File: src/rtl/nonce_pkg.sv
`default_nettype none
// ============================================================================
// Module      : nonce_pkg
// Description : Shared types and helpers for the multi-lane nonce generator.
// Revision    : 1.0 - initial release
// ============================================================================
package nonce_pkg;

  // Sweep controller states
  typedef enum logic [1:0] {
    ST_IDLE = 2'd0,
    ST_RUN  = 2'd1,
    ST_DONE = 2'd2
  } state_t;

  localparam int DEF_NONCE_W   = 32;
  localparam int DEF_NUM_LANES = 4;

  // LSB position of a lane's slice in a flattened lane bus
  function automatic int lane_lsb(input int lane, input int width);
    return lane * width;
  endfunction

endpackage
`default_nettype wire

File: src/rtl/nonce_lane.sv
`default_nettype none
// ============================================================================
// Module      : nonce_lane
// Description : One hash-core lane: holds the next nonce, flags validity
//               against the range top and strides by STEP on each handshake.
// Revision    : 1.0 - initial release
// ============================================================================
module nonce_lane
  import nonce_pkg::*;
#(
  parameter int NONCE_W = DEF_NONCE_W,
  parameter int STEP    = DEF_NUM_LANES
) (
  input  logic               clk,
  input  logic               reset,
  input  logic               load,
  input  logic [NONCE_W:0]   load_val,
  input  logic [NONCE_W-1:0] range_hi,
  input  logic               run,
  input  logic               clear,
  input  logic               ready,
  output logic               valid,
  output logic               fire,
  output logic               live_next,
  output logic [NONCE_W-1:0] nonce
);

  localparam logic [NONCE_W:0] STEP_W = (NONCE_W+1)'(STEP);

  logic [NONCE_W:0] next_q;
  logic [NONCE_W:0] next_d;
  logic [NONCE_W:0] top_w;

  // The extra MSB lets the stride run past the range top instead of wrapping
  assign top_w = {1'b0, range_hi};
  assign nonce = next_q[NONCE_W-1:0];

  // Validity, handshake, next-value selection and look-ahead liveness
  always_comb begin
    valid  = run && (next_q <= top_w);
    fire   = valid && ready;
    next_d = next_q;
    if (clear) begin
      next_d = '0;
    end else if (load) begin
      next_d = load_val;
    end else if (fire) begin
      next_d = next_q + STEP_W;
    end
    live_next = (next_d <= top_w);
  end

  // Next-nonce register
  always_ff @(posedge clk) begin
    if (!reset) begin
      next_q <= '0;
    end else begin
      next_q <= next_d;
    end
  end

endmodule
`default_nettype wire

File: src/rtl/nonce_range_gen.sv
`default_nettype none
// ============================================================================
// Module      : nonce_range_gen
// Description : Sweeps an inclusive nonce range across NUM_LANES lanes,
//               lane i issuing lo+i, lo+i+NUM_LANES, ... with per-lane
//               valid/ready, abort, done and an issued-nonce counter.
// Revision    : 1.0 - initial release
// ============================================================================
module nonce_range_gen
  import nonce_pkg::*;
#(
  parameter int NONCE_W   = DEF_NONCE_W,
  parameter int NUM_LANES = DEF_NUM_LANES
) (
  input  logic                         clk,
  input  logic                         reset,
  input  logic                         start,
  input  logic                         abort,
  input  logic [NONCE_W-1:0]           range_lo,
  input  logic [NONCE_W-1:0]           range_hi,
  output logic [NUM_LANES-1:0]         nonce_valid,
  input  logic [NUM_LANES-1:0]         nonce_ready,
  output logic [NUM_LANES*NONCE_W-1:0] nonce_out,
  output logic                         busy,
  output logic                         done,
  output logic [NONCE_W:0]             issued_cnt
);

  state_t               state_q, state_d;
  logic [NONCE_W-1:0]   hi_q, hi_d;
  logic [NONCE_W:0]     cnt_q, cnt_d;
  logic                 busy_q, busy_d;
  logic                 done_q, done_d;
  logic [NUM_LANES-1:0] fire_w;
  logic [NUM_LANES-1:0] live_w;
  logic                 run_w;
  logic                 accept_w;

  assign run_w    = (state_q == ST_RUN);
  // start is only honoured outside a sweep, and abort always overrides it
  assign accept_w = start && !abort && (state_q != ST_RUN);

  generate
    for (genvar i = 0; i < NUM_LANES; i++) begin : g_lane
      localparam logic [NONCE_W:0] LANE_OFS = (NONCE_W+1)'(i);
      nonce_lane #(
        .NONCE_W (NONCE_W),
        .STEP    (NUM_LANES)
      ) u_lane (
        .clk       (clk),
        .reset     (reset),
        .load      (accept_w),
        .load_val  ({1'b0, range_lo} + LANE_OFS),
        .range_hi  (hi_q),
        .run       (run_w),
        .clear     (abort),
        .ready     (nonce_ready[i]),
        .valid     (nonce_valid[i]),
        .fire      (fire_w[i]),
        .live_next (live_w[i]),
        .nonce     (nonce_out[lane_lsb(i, NONCE_W) +: NONCE_W])
      );
    end
  endgenerate

  // Sweep control: next state uses lane look-ahead so done rises right after the last handshake
  always_comb begin
    state_d = state_q;
    hi_d    = hi_q;
    case (state_q)
      ST_IDLE, ST_DONE: begin
        if (abort) begin
          state_d = ST_IDLE;
        end else if (start) begin
          hi_d    = range_hi;
          state_d = (range_lo <= range_hi) ? ST_RUN : ST_DONE;
        end
      end
      ST_RUN: begin
        if (abort) begin
          state_d = ST_IDLE;
        end else if (!(|live_w)) begin
          state_d = ST_DONE;
        end
      end
      default: state_d = ST_IDLE;
    endcase
    busy_d = (state_d == ST_RUN);
    done_d = (state_d == ST_DONE);
  end

  // Issued counter: cleared by an accepted start, otherwise adds this cycle's handshakes
  always_comb begin
    cnt_d = cnt_q;
    if (accept_w) begin
      cnt_d = '0;
    end else begin
      for (int i = 0; i < NUM_LANES; i++) begin
        cnt_d = cnt_d + (NONCE_W+1)'(fire_w[i]);
      end
    end
  end

  // Control and status registers
  always_ff @(posedge clk) begin
    if (!reset) begin
      state_q <= ST_IDLE;
      hi_q    <= '0;
      cnt_q   <= '0;
      busy_q  <= 1'b0;
      done_q  <= 1'b0;
    end else begin
      state_q <= state_d;
      hi_q    <= hi_d;
      cnt_q   <= cnt_d;
      busy_q  <= busy_d;
      done_q  <= done_d;
    end
  end

  assign busy       = busy_q;
  assign done       = done_q;
  assign issued_cnt = cnt_q;

endmodule
`default_nettype wire

File: config.mk
export PLATFORM = sky130hd
export DESIGN_NAME = nonce_range_gen
export DESIGN_NICKNAME = d
export VERILOG_FILES = /design/src/rtl/nonce_pkg.sv /design/src/rtl/nonce_lane.sv /design/src/rtl/nonce_range_gen.sv
export SDC_FILE = /design/constraint.sdc
export NUM_CORES = 1
export LEC_CHECK = 0
export ABC_AREA = 1
export CAP_MARGIN = 20
export CORE_MARGIN = 5
export CORE_UTILIZATION = 35
export CTS_CLUSTER_SIZE = 20
export DETAILED_ROUTE_END_ITERATION = 8
export PLACE_DENSITY_LB_ADDON = 0.12
export RECOVER_POWER = 50
export SLEW_MARGIN = 0
export SYNTH_ARGS = -nofsm -noshare
export SYNTH_HDL_FRONTEND = slang
export SYNTH_SLANG_ARGS = --single-unit
File: constraint.sdc
create_clock -name clk -period 9.7 [get_ports clk]
set_clock_uncertainty 0.1 [all_clocks]
set_input_delay 1.94 -clock clk [delete_from_list [all_inputs] [get_ports clk]]
set_output_delay 1.94 -clock clk [all_outputs]
set_load 0.01 [all_outputs]
==> flow_summary.toml, run 1 <==
[routing]
via_per_inst = 5.213
vias = 23261
antenna_left = 0
first_iter_violations = 1932
wl_per_cell_um = 22.28
drc_errors = 0
first_pass_iters = 7
drt_wl_total_um = 99410

[power]
p_total_uw = 2881
p_switching_uw = 1080
leakagePower_uw = 0.01194
internal_power_uw = 1801
p_per_area_mw_per_mm2 = 113.7
p_seq_share_pct = 31.5
combPwrFrac_pct = 30.9
ir_drop_v = 0.0001280
p_sw_share_pct = 37.48
clkPwrFrac_pct = 37.6

[hold_path]
whs_path_depth = 2
min_from = "issued_cnt[28]"
min_to = "issued_cnt[28]"
hold_class = "register to register"

[sta]
fmax_mhz = 130.1
worstMarginPinSlew_ps = 2414
slew_headroom_pct = -60.94
setup_viol_count_final = 0
rsz0062_at_grt = "false"
drv_slew = 81
finalCriticalPeriod_ps = 7684
hold_viol = 0
setup_tns_ps = 0
finalCritPeriodShare_pct = 79.22

[setup_path]
crit_path_max_incr_delay_ps = 1190
crit_family = "buffers and inverters"
cp-end-kind = "register"
ff2ff_path_depth = 30
crit_top_cell = "nand2_1"
r2r_slack_ps = 3180
cp_max_fo = 38
worst-path-buf-inv = 4
cp.arrival_ps = 8010
r2r_start = "hi_q[11]"
critPathKind = "primary input to register"
required_ps = 10030
cpMaxStageDelayCell = "clkbuf_1"
cp-start-kind = "primary input"
r2r-end = "issued_cnt[30]"

[logic_synthesis]
ys_ff_latch = 201
synthCells = 3506
synth_nets = 3878
yosysSeqAreaShare_pct = 18.28
synth_edf_count = 0
yosys.area.top_type = "dfxtp_1"
netlist_top_cells_count = "772 x nand2_1, 466 x inv_1, 399 x nor2_1"
yosysWarningCount = 0
netlist.area_leader.share_pct = 18.28
synthTopCellsByArea = "dfxtp_1 18%, ha_1 17%, nand2_1 13%"
synth_area_mm2 = 0.02202
yosysUniqueCellTypes = 58
synth_ff_type = "dfxtp_1"
synth_most_common_cell = "nand2_1"
synthArstFlopShare_pct = 0
synth.avg_cell_area_um2 = 6.280

[cells_and_area]
drive_gt1_share_pct = 4.621
nets = 3966
regArea_mm2 = 0.004024
area_growth_pct = 15.03
fillers = 6986
multi_input_area_mm2 = 0.01479
post-route-util_pct = 40.37

[floorplan]
fp.dieH_um = 260.8
die_area_mm2 = 0.06802
die_w_um = 260.8
rows = 92
start_util_pct = 35.10
io_pins = 239
core_mm2 = 0.06274

[global_routing]
use_met1_pct = 38.26
antenna_found_initial = 1
overflow = 0
grt_max_degree = 70
grt_use_met3_pct = 4.944
grt_pass1_vias = 21823
grt_pass1_wl_um = 143700
grt_use_met2_pct = 44.22
grt_busiest_layer = "met2"
grt_util_all_layers_pct = 28.13

[cts]
cts_hold_buffers = 0
cts_resized = 0
cts.path.max_buffers = 3
clkTransAtPathRegs_ps = 60
clk-insertion-delay-late_ps = 590
postCtsSetupBuffers = 0
cts.sinks = 201
cts_buffers = 28
cts_tree = "yes"
cts-root-buf = "clkbuf_16"
cts_htree_levels = 1

[placement]
gp_congestion = 0.9793
dpl.hpwl_um = 77170
portBuffers = 238

[job]
drv_cap = 2

[run_status]
violations = "capacitance limit, slew limit"
status = "finished, violations left"
## cell families after synthesis
group                      Yosys count  share of synthesized area (%)
xor gates and xnor gates           100                          3.978
DFF                                201                          18.28
AOI/OAI and AO/OA                  541                          12.98
adders and majority gates          300                          17.15
buffers and inverters              708                          14.57
and+or+nand+nor                   1656                          33.05
## how the worst max path moves through the flow
stage | to | startpoint | depth (start not counted) | slack, ps
final | busy | abort | 26 | 2020
after global routing | busy | abort | 26 | 1840
after CTS | issued_cnt[30] | hi_q[12] | 30 | 3100
after detailed placement | state_q[0] | range_lo[14] | 30 | 2610
after global placement | busy | start | 30 | 2600
after floorplan | issued_cnt[26] | nonce_ready[2] | 20 | 4490
## per-stage QoR
| stage | area [um2] | setup WS [ps] | std cells | hold WS [ps] |
|---|---|---|---|---|
| 6_report | 25330 | 2016 | 4462 | 399.7 |
| 5_1_grt | 25320 | 1841 | 4460 | 424.2 |
| 4_1_cts | 25330 | 3104 | 4459 | 407.9 |
| 3_5_place_dp | 24400 | 2608 | 4409 | 389.5 |
| 3_3_place_gp | 24400 | 2604 | 4409 | 397.3 |
| 2_1_floorplan | 22020 | 4495 | 3506 | 384.8 |
## layer usage
layer / share of wire (%) / wire, um
met1: 44 / 44050
met3: 7.7 / 7660
met5: 0.015 / 15
met4: 4.7 / 4679
met2: 43 / 43010
## flip-flops by register name, indices dropped and copies added, names as in the netlist
name,cells
busy,1
done,1
g_lane.u_lane.next_q,132
hi_q,32
issued_cnt,33
state_q,2
## power by group through the flow
stage          registers (uW)  logic, uW  clock network (uW)
3_5_place_dp              925        885                   0
4_1_cts                   907        889                1110
2_1_floorplan             903        563                   0
3_3_place_gp              926        885                   0
5_1_grt                   911        991                1140
6_report                  907        890                1080
## area by class of cell
| type | instances | share of cell area, % |
|---|---|---|
| Clock buffer | 40 | 3.147 |
| Timing Repair Buffer | 281 | 10.64 |
| Antenna cell | 2 | 0.01976 |
| Tap cell | 846 | 4.180 |
| Sequential cell | 201 | 15.89 |
| Clock inverter | 10 | 0.5039 |
| Inverter | 485 | 7.223 |
| Multi-Input combinational cell | 2597 | 58.40 |
## worst reg2reg max path, delay by kind of cell (launching register included)
| family | cells | cell delay [ps] |
|---|---|---|
| simple gates | 18 | 2570 |
| flops | 1 | 290 |
| fa+ha+maj | 4 | 1810 |
| buf+inv | 8 | 1680 |
## layout by cell type, fill, tap and decap left out, types with 11 or more instances in the layout
master	n
a21oi_1	252
buf_4	40
clkbuf_1	11
clkbuf_16	29
clkdlybuf4s50_1	90
dfxtp_1	201
dlygate4sd3_1	148
ha_1	297
inv_1	464
inv_2	17
nand2_1	772
nand3_1	155
nand4_1	75
nor2_1	399
nor2_2	17
nor3_1	122
nor4_1	39
o21a_1	14
o21ai_0	214
o21ai_1	17
xnor2_1	26
xor2_1	74
No activity file was read; power rests on OpenSTA's default activity.
==> inputs of run 2 (changes only) <==
- clock period: 9.7 -> 6.2 ns (I/O delays scaled with it)
==> run 2 against run 1 <==
The run still ends with capacitance limit, slew limit left. Combinational power grew 63%. Cell count grew 1.7%. Critical path depth grew 9. Critical path type unchanged. Critical endpoint unchanged.
==> flow_summary.toml, run 2 (synthesized netlist as in run 1, its figures left out) <==
[run_status]
status = "finished, violations left"
violations = "capacitance limit, slew limit"

[sta]
setup_viol_count_final = 0
worstMarginPinSlew_ps = 2298
finalCriticalPeriod_ps = 5623
finalCritPeriodShare_pct = 90.69
fmax_mhz = 177.8
hold_ws_ps = 407.8
drv_slew = 42
setup_tns_ps = 0
slew_headroom_pct = -53.22
hold_viol = 0
rsz0062_at_grt = "false"
fin_ws_ps = 577.2

[floorplan]
die_w_um = 260.8
io_pins = 239
die_area_mm2 = 0.06802
start_util_pct = 35.10
fp.dieH_um = 260.8
core_mm2 = 0.06274
rows = 92

[routing]
via_per_inst = 5.243
antenna_left = 0
drt_wl_total_um = 102400
vias = 23787
first_pass_iters = 5
first_iter_violations = 2088
wl_per_cell_um = 22.56
drc_errors = 0

[cells_and_area]
largest_register = "g_lane.u_lane.next_q"
area_growth_pct = 18.01
nets = 4043
fin_area_mm2 = 0.02598
multi_input_area_mm2 = 0.01479
final_cell_mix = "772 x nand2_1, 464 x inv_1, 399 x nor2_1"
fillers = 6778
regArea_mm2 = 0.004024
fin_cells = 4537
drive_gt1_share_pct = 6.746
largest_register_ffs = 132
final_common_cell = "nand2_1"
num_antenna_cells = 0

[power]
leakagePower_uw = 0.01239
p_per_area_mw_per_mm2 = 179.7
p_seq_share_pct = 30.4
p_sw_share_pct = 37.05
p_switching_uw = 1730
clkPwrFrac_pct = 38.5
internal_power_uw = 2939
combPwrFrac_pct = 31.2
ir_drop_v = 0.0001884

[cts]
cts-root-buf = "clkbuf_16"
cts.sinks = 201
cts_hold_buffers = 0
clk-insertion-delay-late_ps = 600
postCtsSetupBuffers = 0
cts_htree_levels = 1
cts_resized = 0
cts_tree = "yes"
clkTransAtPathRegs_ps = 60
cts.path.max_buffers = 3
cts_buffers = 28

[job]
drv_cap = 1

[setup_path]
worst-path-buf-inv = 8
ff2ff_path_depth = 38
cpMaxStageDelayCell = "clkdlybuf4s50_1"
cp-start-kind = "primary input"
crit_path_max_incr_delay_ps = 710
cp_max_fo = 7
cp-end-kind = "register"
cp.arrival_ps = 5900
r2r_slack_ps = 620
r2r_start = "hi_q[30]"
required_ps = 6470
r2r-end = "busy"
critPathKind = "primary input to register"
crit_top_cell = "nand2_1"
crit_family = "simple AND/OR/NAND/NOR gates"

[global_routing]
antenna_found_initial = 3
grt_pass1_wl_um = 148700
overflow = 0
grt_util_all_layers_pct = 29.06
grt_max_degree = 66
grt_pass1_vias = 22366

[placement]
portBuffers = 238
dpl.hpwl_um = 82480
dpl_worst_slack_ps = 198.2
dp_cells = 4487
placed_area_mm2 = 0.02501
gp_congestion = 1.020

[hold_path]
min_from = "issued_cnt[31]"
min_to = "issued_cnt[31]"
whs_path_depth = 2
hold_class = "register to register"
==> run 2: cell types whose count changed in the layout (fill, tap and decap cells not counted), moves of 3 or more <==
| cell | change |
|---|---|
| clkinv_2 | +3 |
| clkbuf_1 | -5 |
| clkdlybuf4s50_1 | -15 |
| buf_4 | +74 |
| dlygate4sd3_1 | +15 |
| bufinv_16 | +3 |
==> run 2: stage by stage <==
stage	utilization (%)	total power (uW)
2_1_floorplan	-	2293
3_3_place_gp	39.87	2894
3_5_place_dp	39.87	2892
4_1_cts	41.45	4700
5_1_grt	41.42	4921
6_report	41.42	4668
==> run 2: power by group through the flow <==
stage / combinational, uW / clock, uW / sequential, uW
after detailed placement: 1450 / 0 / 1450
after global placement: 1450 / 0 / 1450
final: 1450 / 1800 / 1420
after floorplan: 880 / 0 / 1410
after global routing: 1610 / 1890 / 1420
after CTS: 1450 / 1830 / 1420
==> run 2: area by class of cell <==
cell class                 count  share of cell area, %
multi-input combinational   2597                  56.92
inverter                     485                  7.035
sequential                   201                  15.49
tap                          846                  4.074
clock inverter                17                 0.9583
clock buffer                  33                  2.846
timing repair buffer         358                  12.68
==> run 2: worst max path at each step <==
stage | end | startpoint | depth (start not counted)
6_report | busy | range_lo[1] | 35
3_5_place_dp | state_q[0] | range_lo[1] | 35
5_1_grt | busy | range_lo[1] | 35
3_3_place_gp | busy | range_lo[1] | 35
4_1_cts | issued_cnt[26] | hi_q[2] | 31
2_1_floorplan | issued_cnt[26] | hi_q[10] | 30
==> run 2: layer usage <==
| metal | routed length [um] | global-route usage [%] | share of wire (%) | up-vias |
|---|---|---|---|---|
| met1 | 44980 | 39.18 | 44 | 11016 |
| met4 | 4412 | 10.55 | 4.3 | 2 |
| met3 | 7408 | 4.615 | 7.2 | 161 |
| met5 | 9 | 0 | 0.0088 | - |
| met2 | 45550 | 46.99 | 45 | 877 |
| li1 | - | - | - | 11731 |
==> run 2: tightest hold or removal path: cells and delay by family (launching register included) <==
family / cells / cell delay, ps
flops: 1 / 320
compound gates: 2 / 140
